File: src/rtl/mips_mem_bridge_if.sv
// Bus bundle between the multicycle MIPS memory port, the bridge and an Avalon-MM slave.
// The master modport is the bridge's view; the slave modport is the CPU plus memory environment.
interface mips_mem_bridge_if #(
    parameter int ADDR_W = 32
);
    logic [ADDR_W-1:0] cpu_addr;
    logic              cpu_read;
    logic              cpu_write;
    logic [31:0]       cpu_wdata;
    logic [3:0]        cpu_byteen;
    logic              cpu_stall;
    logic [31:0]       cpu_rdata;
    logic              cpu_done;
    logic              cpu_err;
    logic [ADDR_W-1:0] avm_address;
    logic              avm_read;
    logic              avm_write;
    logic [31:0]       avm_writedata;
    logic [3:0]        avm_byteenable;
    logic              avm_waitrequest;
    logic [31:0]       avm_readdata;
    logic              avm_readdatavalid;

    modport master (
        input  cpu_addr, cpu_read, cpu_write, cpu_wdata, cpu_byteen,
        output cpu_stall, cpu_rdata, cpu_done, cpu_err,
        output avm_address, avm_read, avm_write, avm_writedata, avm_byteenable,
        input  avm_waitrequest, avm_readdata, avm_readdatavalid
    );

    modport slave (
        output cpu_addr, cpu_read, cpu_write, cpu_wdata, cpu_byteen,
        input  cpu_stall, cpu_rdata, cpu_done, cpu_err,
        input  avm_address, avm_read, avm_write, avm_writedata, avm_byteenable,
        output avm_waitrequest, avm_readdata, avm_readdatavalid
    );
endinterface

File: src/rtl/mips_mem_bridge.sv
// Turns the MIPS control unit's level-held memory request into one Avalon-MM transaction.
// Optional abort timer: define MIPS_MEM_BRIDGE_TIMEOUT_EN (limit set by TIMEOUT_CYCLES).
module mips_mem_bridge #(
    parameter int ADDR_W         = 32,
    parameter int TIMEOUT_CYCLES = 1023
) (
    input  logic                clk,
    input  logic                Rst,
    mips_mem_bridge_if.master   bus
);
    typedef enum logic [1:0] {
        IDLE = 2'd0,
        CMD  = 2'd1,
        RESP = 2'd2,
        DONE = 2'd3
    } state_t;

    state_t state_r;
    state_t next_state_s;
    logic   req_s;
    logic   accept_s;
    logic   load_rdata_s;
    logic   abort_s;
    logic   err_s;
    logic   rd_sel_r;

    assign req_s = bus.cpu_read | bus.cpu_write;

`ifdef MIPS_MEM_BRIDGE_TIMEOUT_EN
    localparam int CNT_W = $clog2(TIMEOUT_CYCLES + 1);
    logic [CNT_W-1:0] cnt_r;

    // Cycle counter for the outstanding command; restarts whenever the bridge is idle.
    always_ff @(posedge clk) begin
        if (Rst) begin
            cnt_r <= {CNT_W{1'b0}};
        end else if ((state_r == CMD) || (state_r == RESP)) begin
            cnt_r <= cnt_r + {{(CNT_W-1){1'b0}}, 1'b1};
        end else begin
            cnt_r <= {CNT_W{1'b0}};
        end
    end

    assign abort_s = ((state_r == CMD) || (state_r == RESP)) &&
                     (cnt_r == CNT_W'(TIMEOUT_CYCLES - 1));

    // Error pulse accompanies the abort's cpu_done.
    always_ff @(posedge clk) begin
        if (Rst) begin
            bus.cpu_err <= 1'b0;
        end else begin
            bus.cpu_err <= err_s;
        end
    end
`else
    assign abort_s     = 1'b0;
    assign bus.cpu_err = 1'b0;
`endif

    // Stall is combinational in IDLE so the control FSM holds in the very cycle it asks.
    assign bus.cpu_stall = ((state_r == IDLE) && req_s) || (state_r == CMD) || (state_r == RESP);

    // Next-state decode; a normal completion wins over a timeout in the same cycle.
    always_comb begin
        next_state_s = state_r;
        accept_s     = 1'b0;
        load_rdata_s = 1'b0;
        err_s        = 1'b0;
        case (state_r)
            IDLE: begin
                if (req_s) begin
                    next_state_s = CMD;
                end else begin
                    next_state_s = IDLE;
                end
            end
            CMD: begin
                accept_s = (bus.avm_read | bus.avm_write) & ~bus.avm_waitrequest;
                if (accept_s && bus.avm_write) begin
                    next_state_s = DONE;
                end else if (accept_s && bus.avm_readdatavalid) begin
                    load_rdata_s = 1'b1;
                    next_state_s = DONE;
                end else if (accept_s) begin
                    next_state_s = RESP;
                end else if (abort_s) begin
                    err_s        = 1'b1;
                    next_state_s = DONE;
                end else begin
                    next_state_s = CMD;
                end
            end
            RESP: begin
                if (bus.avm_readdatavalid) begin
                    load_rdata_s = 1'b1;
                    next_state_s = DONE;
                end else if (abort_s) begin
                    err_s        = 1'b1;
                    next_state_s = DONE;
                end else begin
                    next_state_s = RESP;
                end
            end
            DONE: begin
                next_state_s = IDLE;
            end
            default: begin
                next_state_s = IDLE;
            end
        endcase
    end

    // State register, Avalon command registers and CPU-side result registers.
    always_ff @(posedge clk) begin
        if (Rst) begin
            state_r            <= IDLE;
            rd_sel_r           <= 1'b0;
            bus.avm_read       <= 1'b0;
            bus.avm_write      <= 1'b0;
            bus.avm_address    <= {ADDR_W{1'b0}};
            bus.avm_writedata  <= 32'h0000_0000;
            bus.avm_byteenable <= 4'h0;
            bus.cpu_rdata      <= 32'h0000_0000;
            bus.cpu_done       <= 1'b0;
        end else begin
            state_r      <= next_state_s;
            bus.cpu_done <= (next_state_s == DONE);
            case (state_r)
                IDLE: begin
                    if (req_s) begin
                        bus.avm_address    <= {bus.cpu_addr[ADDR_W-1:2], 2'b00};
                        bus.avm_writedata  <= bus.cpu_wdata;
                        bus.avm_byteenable <= bus.cpu_byteen;
                        bus.avm_write      <= bus.cpu_write;
                        bus.avm_read       <= ~bus.cpu_write;
                        rd_sel_r           <= ~bus.cpu_write;
                    end
                end
                CMD: begin
                    if (next_state_s != CMD) begin
                        bus.avm_read  <= 1'b0;
                        bus.avm_write <= 1'b0;
                    end
                end
                default: begin
                    bus.avm_read  <= 1'b0;
                    bus.avm_write <= 1'b0;
                end
            endcase
            if (load_rdata_s) begin
                bus.cpu_rdata <= bus.avm_readdata;
            end else if (err_s && rd_sel_r) begin
                bus.cpu_rdata <= 32'hDEAD_BEEF;
            end
        end
    end
endmodule

File: src/flat_wrapper.sv
// flat-port wrapper written by rule: the top's interface ports become plain ports
module mips_mem_bridge_flat 
#(
    parameter int ADDR_W         = 32,
    parameter int TIMEOUT_CYCLES = 1023
)
  (clk, Rst, bus_cpu_addr, bus_cpu_read, bus_cpu_write, bus_cpu_wdata, bus_cpu_byteen, bus_cpu_stall, bus_cpu_rdata, bus_cpu_done, bus_cpu_err, bus_avm_address, bus_avm_read, bus_avm_write, bus_avm_writedata, bus_avm_byteenable, bus_avm_waitrequest, bus_avm_readdata, bus_avm_readdatavalid);
  mips_mem_bridge_if #(.ADDR_W(ADDR_W)) bus_i ();
  input  logic clk;
  input  logic Rst;
  input wire logic [$bits(bus_i.cpu_addr)-1:0] bus_cpu_addr;
  input wire logic [$bits(bus_i.cpu_read)-1:0] bus_cpu_read;
  input wire logic [$bits(bus_i.cpu_write)-1:0] bus_cpu_write;
  input wire logic [$bits(bus_i.cpu_wdata)-1:0] bus_cpu_wdata;
  input wire logic [$bits(bus_i.cpu_byteen)-1:0] bus_cpu_byteen;
  output wire logic [$bits(bus_i.cpu_stall)-1:0] bus_cpu_stall;
  output wire logic [$bits(bus_i.cpu_rdata)-1:0] bus_cpu_rdata;
  output wire logic [$bits(bus_i.cpu_done)-1:0] bus_cpu_done;
  output wire logic [$bits(bus_i.cpu_err)-1:0] bus_cpu_err;
  output wire logic [$bits(bus_i.avm_address)-1:0] bus_avm_address;
  output wire logic [$bits(bus_i.avm_read)-1:0] bus_avm_read;
  output wire logic [$bits(bus_i.avm_write)-1:0] bus_avm_write;
  output wire logic [$bits(bus_i.avm_writedata)-1:0] bus_avm_writedata;
  output wire logic [$bits(bus_i.avm_byteenable)-1:0] bus_avm_byteenable;
  input wire logic [$bits(bus_i.avm_waitrequest)-1:0] bus_avm_waitrequest;
  input wire logic [$bits(bus_i.avm_readdata)-1:0] bus_avm_readdata;
  input wire logic [$bits(bus_i.avm_readdatavalid)-1:0] bus_avm_readdatavalid;
  assign bus_i.cpu_addr = bus_cpu_addr;
  assign bus_i.cpu_read = bus_cpu_read;
  assign bus_i.cpu_write = bus_cpu_write;
  assign bus_i.cpu_wdata = bus_cpu_wdata;
  assign bus_i.cpu_byteen = bus_cpu_byteen;
  assign bus_cpu_stall = bus_i.cpu_stall;
  assign bus_cpu_rdata = bus_i.cpu_rdata;
  assign bus_cpu_done = bus_i.cpu_done;
  assign bus_cpu_err = bus_i.cpu_err;
  assign bus_avm_address = bus_i.avm_address;
  assign bus_avm_read = bus_i.avm_read;
  assign bus_avm_write = bus_i.avm_write;
  assign bus_avm_writedata = bus_i.avm_writedata;
  assign bus_avm_byteenable = bus_i.avm_byteenable;
  assign bus_i.avm_waitrequest = bus_avm_waitrequest;
  assign bus_i.avm_readdata = bus_avm_readdata;
  assign bus_i.avm_readdatavalid = bus_avm_readdatavalid;
  mips_mem_bridge #(.ADDR_W(ADDR_W), .TIMEOUT_CYCLES(TIMEOUT_CYCLES)) u_core (.clk(clk), .Rst(Rst), .bus(bus_i));
endmodule
File: config.mk
export PLATFORM = sky130hd
export DESIGN_NAME = mips_mem_bridge_flat
export DESIGN_NICKNAME = d
export VERILOG_FILES = /design/src/rtl/mips_mem_bridge_if.sv /design/src/rtl/mips_mem_bridge.sv /design/src/flat_wrapper.sv
export SDC_FILE = /design/constraint.sdc
export NUM_CORES = 1
export LEC_CHECK = 0
export CAP_MARGIN = 40
export CORE_MARGIN = 4
export CORE_UTILIZATION = 25
export CTS_BUF_LIST = sky130_fd_sc_hd__clkbuf_8
export DETAILED_ROUTE_END_ITERATION = 16
export PLACE_DENSITY = 0.58
export RECOVER_POWER = 25
export SYNTH_ARGS = -nofsm -noshare
export SYNTH_HDL_FRONTEND = slang
export SYNTH_SLANG_ARGS = --single-unit
File: constraint.sdc
create_clock -name clk -period 1.8 [get_ports clk]
set_input_delay 0.36 -clock clk [delete_from_list [all_inputs] [get_ports clk]]
set_output_delay 0.36 -clock clk [all_outputs]
set_load 0.05 [all_outputs]
==> results of run 1 <==
==> per-layer routing <==
metal,vias up,track usage,wire length [um]
met4,0,0.0502,237
met5,-,0,0
met2,135,0.220,5590
met3,19,0.0516,1040
met1,1681,0.152,4850
li1,1828,-,-
==> final timing paths <==
path,from,end,slack [ns],depth (start not counted)
min,Rst,u_core.bus.avm_address[7],0.46,2
min reg2reg,u_core.bus.avm_address[4],u_core.bus.avm_address[4],0.46,2
max reg2reg,u_core.state_r[0],u_core.bus.cpu_rdata[6],0,8
max,u_core.state_r[0],bus_cpu_stall,-0.14,5
==> sequential cells by signal, summed over array words and instances (netlist names) <==
| signal | flops |
|---|---|
| u_core.bus.cpu_done | 1 |
| u_core.bus.avm_write | 1 |
| u_core.bus.avm_writedata | 32 |
| u_core.state_r | 2 |
| u_core.bus.cpu_rdata | 32 |
| u_core.bus.avm_address | 30 |
| u_core.bus.avm_byteenable | 4 |
| u_core.bus.avm_read | 1 |
==> worst max-delay path: stages (launching register included) <==
cell and delay (ns):
dfxtp_4 0.38, inv_4 0.05, ha_4 0.16, o21a_4 0.12, or3_4 0.33, buf_8 0.16
==> cells by family (layout without fill, tap and decap cells) <==
group	Yosys count	count (layout)	synth area share
mux	32	32	0.0852
fa+ha+maj	4	4	0.0133
compound gates	78	78	0.118
other cells	1	3	0.000997
simple gates	177	177	0.187
flops	103	103	0.548
buf+inv	36	254	0.0469
==> cells in the mapped netlist (3+ instances only) <==
cell type / number / share of area
clkbuf_1: 17 / 0.017
mux2i_1: 32 / 0.085
nor2_1: 34 / 0.034
o21ai_0: 4 / 0.0053
dfxtp_1: 103 / 0.55
inv_1: 5 / 0.0050
buf_6: 3 / 0.0090
buf_2: 6 / 0.0080
buf_4: 3 / 0.0060
a21oi_1: 66 / 0.088
nand2_1: 134 / 0.13
ha_1: 4 / 0.013
==> area by class of cell <==
type                            count  area share
Timing Repair Buffer              233       0.324
Inverter                            5     0.00348
Clock inverter                      7      0.0145
Tap cell                          184      0.0377
Multi-Input combinational cell    294       0.263
Sequential cell                   103       0.338
Clock buffer                        9      0.0203
==> where the power goes <==
part	leakage [nW]	internal, mW	switching [mW]
clock network	0.106	0.773	0.792
registers	0.844	2.40	0.0685
logic	1.75	0.507	0.821
==> repair_timing <==
| action | 4_1_cts | 5_1_grt |
|---|---|---|
| gates resized for setup | 14 | 7 |
| pin swaps | 1 | 4 |
| buffers inserted | 4 | 3 |
| gates cloned | 0 | 2 |
| hold buffers | 0 | 0 |
| endpoints found under the setup margin | 1 | 14 |
==> metrics by stage <==
stage | power, mW | setup slack (ns) | util
final | 5.36 | -0.135 | 0.418
after global routing | 5.64 | -0.211 | 0.418
after CTS | 5.50 | -0.155 | 0.419
after detailed placement | 3.87 | -0.188 | 0.399
after global placement | 3.85 | -0.163 | 0.399
after floorplan | 3.28 | 0.0434 | -
==> flow_metrics.env, run 1 <==
export IMPL_status="finished with violations"
export IMPL_violations="negative setup slack"
export IMPL_grt_start_max_net_pins=51
export IMPL_fin_area_mm2=0.00611
export IMPL_portBuffers=205
export IMPL_synthFlopType="dfxtp_1"
export IMPL_place_area_mm2=0.00584
export IMPL_dr_pass1_iters=4
export IMPL_gp_congestion=0.759
export IMPL_setup_ws_ns=-0.135
export IMPL_multi_input_area_mm2=0.00161
export IMPL_antenna_found_initial=0
export IMPL_relSlewSlack=0.567
export IMPL_rsz0062_at_grt="true"
export IMPL_grt_pass1_vias=3639
export IMPL_cts_tree="done"
export IMPL_finalSetupViolations=1
export IMPL_fp_dieArea_mm2=0.0171
export IMPL_syn_to_final_growth_pct=62.6
export IMPL_chipWidth_um=131
export IMPL_synthCells=431
export IMPL_grt_pass1_wl_mm=17.9
export IMPL_cts_max_level=3
export IMPL_yosysSeqAreaShare=0.548
export IMPL_cp_start_kind="flop"
export IMPL_placedCellCount=810
export IMPL_io_pins=211
export IMPL_path_class="flop to primary output"
export IMPL_synth_area_per_cell_um2=8.72
export IMPL_drc=0
export IMPL_layout_area_seq_mm2=0.00207
export IMPL_arrival_ns=1.58
export IMPL_gr_total_overflow=0
export IMPL_worstSkewPairLatency_ns=0.37
export IMPL_vdd_drop_max_v=0.000398
export IMPL_fmax_ghz=0.517
export IMPL_fp_row_count=44
export IMPL_whs_ns=0.455
export IMPL_p_leak_nw=2.70
export IMPL_yosysUniqueCellTypes=30
export IMPL_drive_gt1_frac=0.197
export IMPL_synth_seq_cells=103
export IMPL_cts_sinks=103
export IMPL_place_hpwl_mm=8.37
export IMPL_syn_cell_area_mm2=0.00376
export IMPL_fin_cells=835
export IMPL_vias_per_cell=4.39
export IMPL_endpoint_kind="primary output"
export IMPL_period_share=1.08
export IMPL_start_util=0.257
export IMPL_synth_warnings=0
export IMPL_antenna_left=0
export IMPL_drt_wl_total_mm=11.7
export IMPL_drt_iter0_markers=148
export IMPL_clk_path_buf_depth=2
export IMPL_path_max_fanout=3
export IMPL_track_usage=0.132
export IMPL_worstMarginPinSlew_ns=0.653
export IMPL_required_ns=1.44
export IMPL_antenna_cells=0
export IMPL_async_flop_share=0
export IMPL_num_vias=3663
export IMPL_hold_viol_final=0
export IMPL_final_cell_mix="nand2_1, clkdlybuf4s50_1, dfxtp_1, buf_4, a21oi_1"
export IMPL_synth_edf_count=0
export IMPL_cts_clk_slew_worst_paths_ns=0.10
export IMPL_worst_clock_skew_ns=0.00746
export IMPL_wl_per_cell_um=14.0
export IMPL_cts_root_buf="clkbuf_8"
export IMPL_fp_dieH_um=131
export IMPL_cts_buffers=9
export IMPL_layout_min_cycle_time_ns=1.94
export IMPL_nNetsFinal=756
export IMPL_final_common_cell="nand2_1"
export IMPL_cap_violations=0
export IMPL_setup_tns_ns=-0.135
export IMPL_power_density_mw_per_mm2=877
export IMPL_min_path_type="primary input to flop"
export IMPL_core_mm2=0.0146
export IMPL_nFillCells=1464
export IMPL_maxSlewViolCount=0
Power figures use the tool's default switching activity.
==> run 2: changes to the inputs <==
CORE_UTILIZATION = 29   (was 25)
PLACE_DENSITY = 0.66   (was 0.58)
==> flow_metrics.env, run 2 (synthesis gave the netlist of run 1 again) <==
export IMPL_final_cell_mix="nand2_1, clkdlybuf4s50_1, dfxtp_1, buf_4, a21oi_1"
export IMPL_start_util=0.297
export IMPL_p_comb_frac=0.260
export IMPL_reg_top3="u_core.bus.avm_writedata (32), u_core.bus.cpu_rdata (32), u_core.bus.avm_address (30)"
export IMPL_worstSkewPairLatency_ns=0.36
export IMPL_cell_internal_pwr_mw=3.35
export IMPL_hp_start="Rst"
export IMPL_path_cells="inv_2 -> ha_2 -> or3_4 -> buf_12"
export IMPL_fin_cells=812
export IMPL_rrSetupSlack_ns=0.09
export IMPL_p_total_mw=4.94
export IMPL_post_place_ws_ns=-0.220
export IMPL_fin_util=0.461
export IMPL_critPathSlowestCell="or3_4"
export IMPL_io_pins=211
export IMPL_p_clk_frac=0.241
export IMPL_num_vias=3552
export IMPL_wl_per_cell_um=13.2
export IMPL_cts_root_buf="clkbuf_8"
export IMPL_portBuffers=205
export IMPL_gr_total_overflow=0
export IMPL_antenna_found_initial=0
export IMPL_min_to="u_core.bus.cpu_rdata[27]"
export IMPL_nNetsFinal=747
export IMPL_hold_viol_final=0
export IMPL_swShare=0.322
export IMPL_clk_path_buf_depth=2
export IMPL_cp_start_kind="flop"
export IMPL_setup_ws_ns=-0.100
export IMPL_cts_tree="done"
export IMPL_slowest_delay_ns=0.40
export IMPL_grt_pass1_wl_mm=16.7
export IMPL_cts_max_level=3
export IMPL_cts_sinks=103
export IMPL_dr_pass1_iters=4
export IMPL_chipWidth_um=122
export IMPL_fp_row_count=41
export IMPL_required_ns=1.44
export IMPL_path_class="flop to primary output"
export IMPL_period_share=1.06
export IMPL_core_mm2=0.0127
export IMPL_placedCellCount=796
export IMPL_layout_min_cycle_time_ns=1.90
export IMPL_grt_start_max_net_pins=57
export IMPL_finalSetupViolations=1
export IMPL_drive_gt1_frac=0.155
export IMPL_track_usage=0.141
export IMPL_vdd_drop_max_v=0.000352
export IMPL_min_path_type="primary input to flop"
export IMPL_endpoint_kind="primary output"
export IMPL_rsz0062_at_grt="true"
export IMPL_reg2reg_depth=6
export IMPL_syn_to_final_growth_pct=55.4
export IMPL_arrival_ns=1.54
export IMPL_cts_buffers=9
export IMPL_fp_dieH_um=122
export IMPL_gp_congestion=0.691
export IMPL_drc=0
export IMPL_vias_per_cell=4.37
export IMPL_p_seq_frac=0.500
export IMPL_relSlewSlack=0.571
export IMPL_place_hpwl_mm=7.88
export IMPL_antenna_cells=0
export IMPL_violations="negative setup slack"
export IMPL_status="finished with violations"
export IMPL_hold_depth=2
export IMPL_fmax_ghz=0.526
export IMPL_worstMarginPinSlew_ns=0.647
export IMPL_cap_violations=0
export IMPL_drt_iter0_markers=133
export IMPL_maxSlewViolCount=0
export IMPL_final_common_cell="nand2_1"
export IMPL_whs_ns=0.454
export IMPL_drt_wl_total_mm=10.7
export IMPL_antenna_left=0
export IMPL_path_max_fanout=3
export IMPL_grt_pass1_vias=3454
export IMPL_r2r_end="u_core.bus.avm_read"
export IMPL_place_area_mm2=0.00583
export IMPL_p_switching_mw=1.59
export IMPL_cts_clk_slew_worst_paths_ns=0.09
export IMPL_fp_dieArea_mm2=0.0149
export IMPL_rr_startpoint="u_core.state_r[0]"
export IMPL_p_leak_nw=2.58
export IMPL_worst_clock_skew_ns=0.00528
export IMPL_setup_tns_ns=-0.100
export IMPL_fin_area_mm2=0.00584
export IMPL_power_density_mw_per_mm2=846
==> run 2: cell count changes in the layout (fill, tap and decap cells not counted), sizes merged <==
cell	change
buf	-19
inv	+2
clkbuf	+10
bufinv	-2
clkinvlp	-2
==> run 2: final cells by class <==
type | instances | area [um^2]
clock buffer | 9 | 124
clock inverter | 5 | 21.3
fill | 1288 | 6830
inverter | 5 | 21.3
multi-input combinational | 294 | 1580
sequential | 103 | 2070
tap | 172 | 215
timing repair buffer | 224 | 1820
==> run 2: power groups by stage <==
stage / Sequential [mW] / Combinational (mW) / Clock [mW]
final: 2.47 / 1.28 / 1.19
after global routing: 2.48 / 1.37 / 1.36
after global placement: 2.52 / 1.32 / 0
after floorplan: 2.94 / 0.339 / 0
after CTS: 2.47 / 1.35 / 1.27
after detailed placement: 2.52 / 1.34 / 0
==> run 2: critical path: cells and delay by family (launching register included) <==
family,cells,cell delay [ns]
DFF,1,0.35
and+or+nand+nor,1,0.40
adders and majority gates,1,0.21
buffers and inverters,2,0.22
==> run 2: repair_timing <==
action                                  CTS  global route
resized for setup                        11             1
hold buffers                              0             0
setup buffers                             2             0
hold endpoints to repair                  0             0
endpoints found under the setup margin    1             1
==> run 2: how the worst max path moves through the flow <==
stage / start / to / depth (start not counted)
after CTS: u_core.state_r[1] / bus_cpu_stall / 5
final: u_core.state_r[0] / bus_cpu_stall / 4
after global placement: bus_avm_waitrequest / u_core.bus.cpu_rdata[8] / 6
after global routing: u_core.state_r[0] / bus_cpu_stall / 4
after floorplan: u_core.bus.avm_write / u_core.bus.avm_read / 4
after detailed placement: bus_avm_waitrequest / u_core.bus.cpu_rdata[21] / 6
==> run 2: layer usage <==
layer / share of wire / global-route usage / vias up
met2: 0.47 / 0.232 / 138
met5: 0 / 0 / -
li1: - / - / 1801
met4: 0.019 / 0.0616 / 0
met1: 0.41 / 0.162 / 1598
met3: 0.10 / 0.0552 / 15
==> run 3: changes to the inputs <==
GPL_ROUTABILITY_DRIVEN = 0   (was not set)
==> results of run 3 <==
Same layout as run 2: the final DEF is identical, and so are final timing and power.
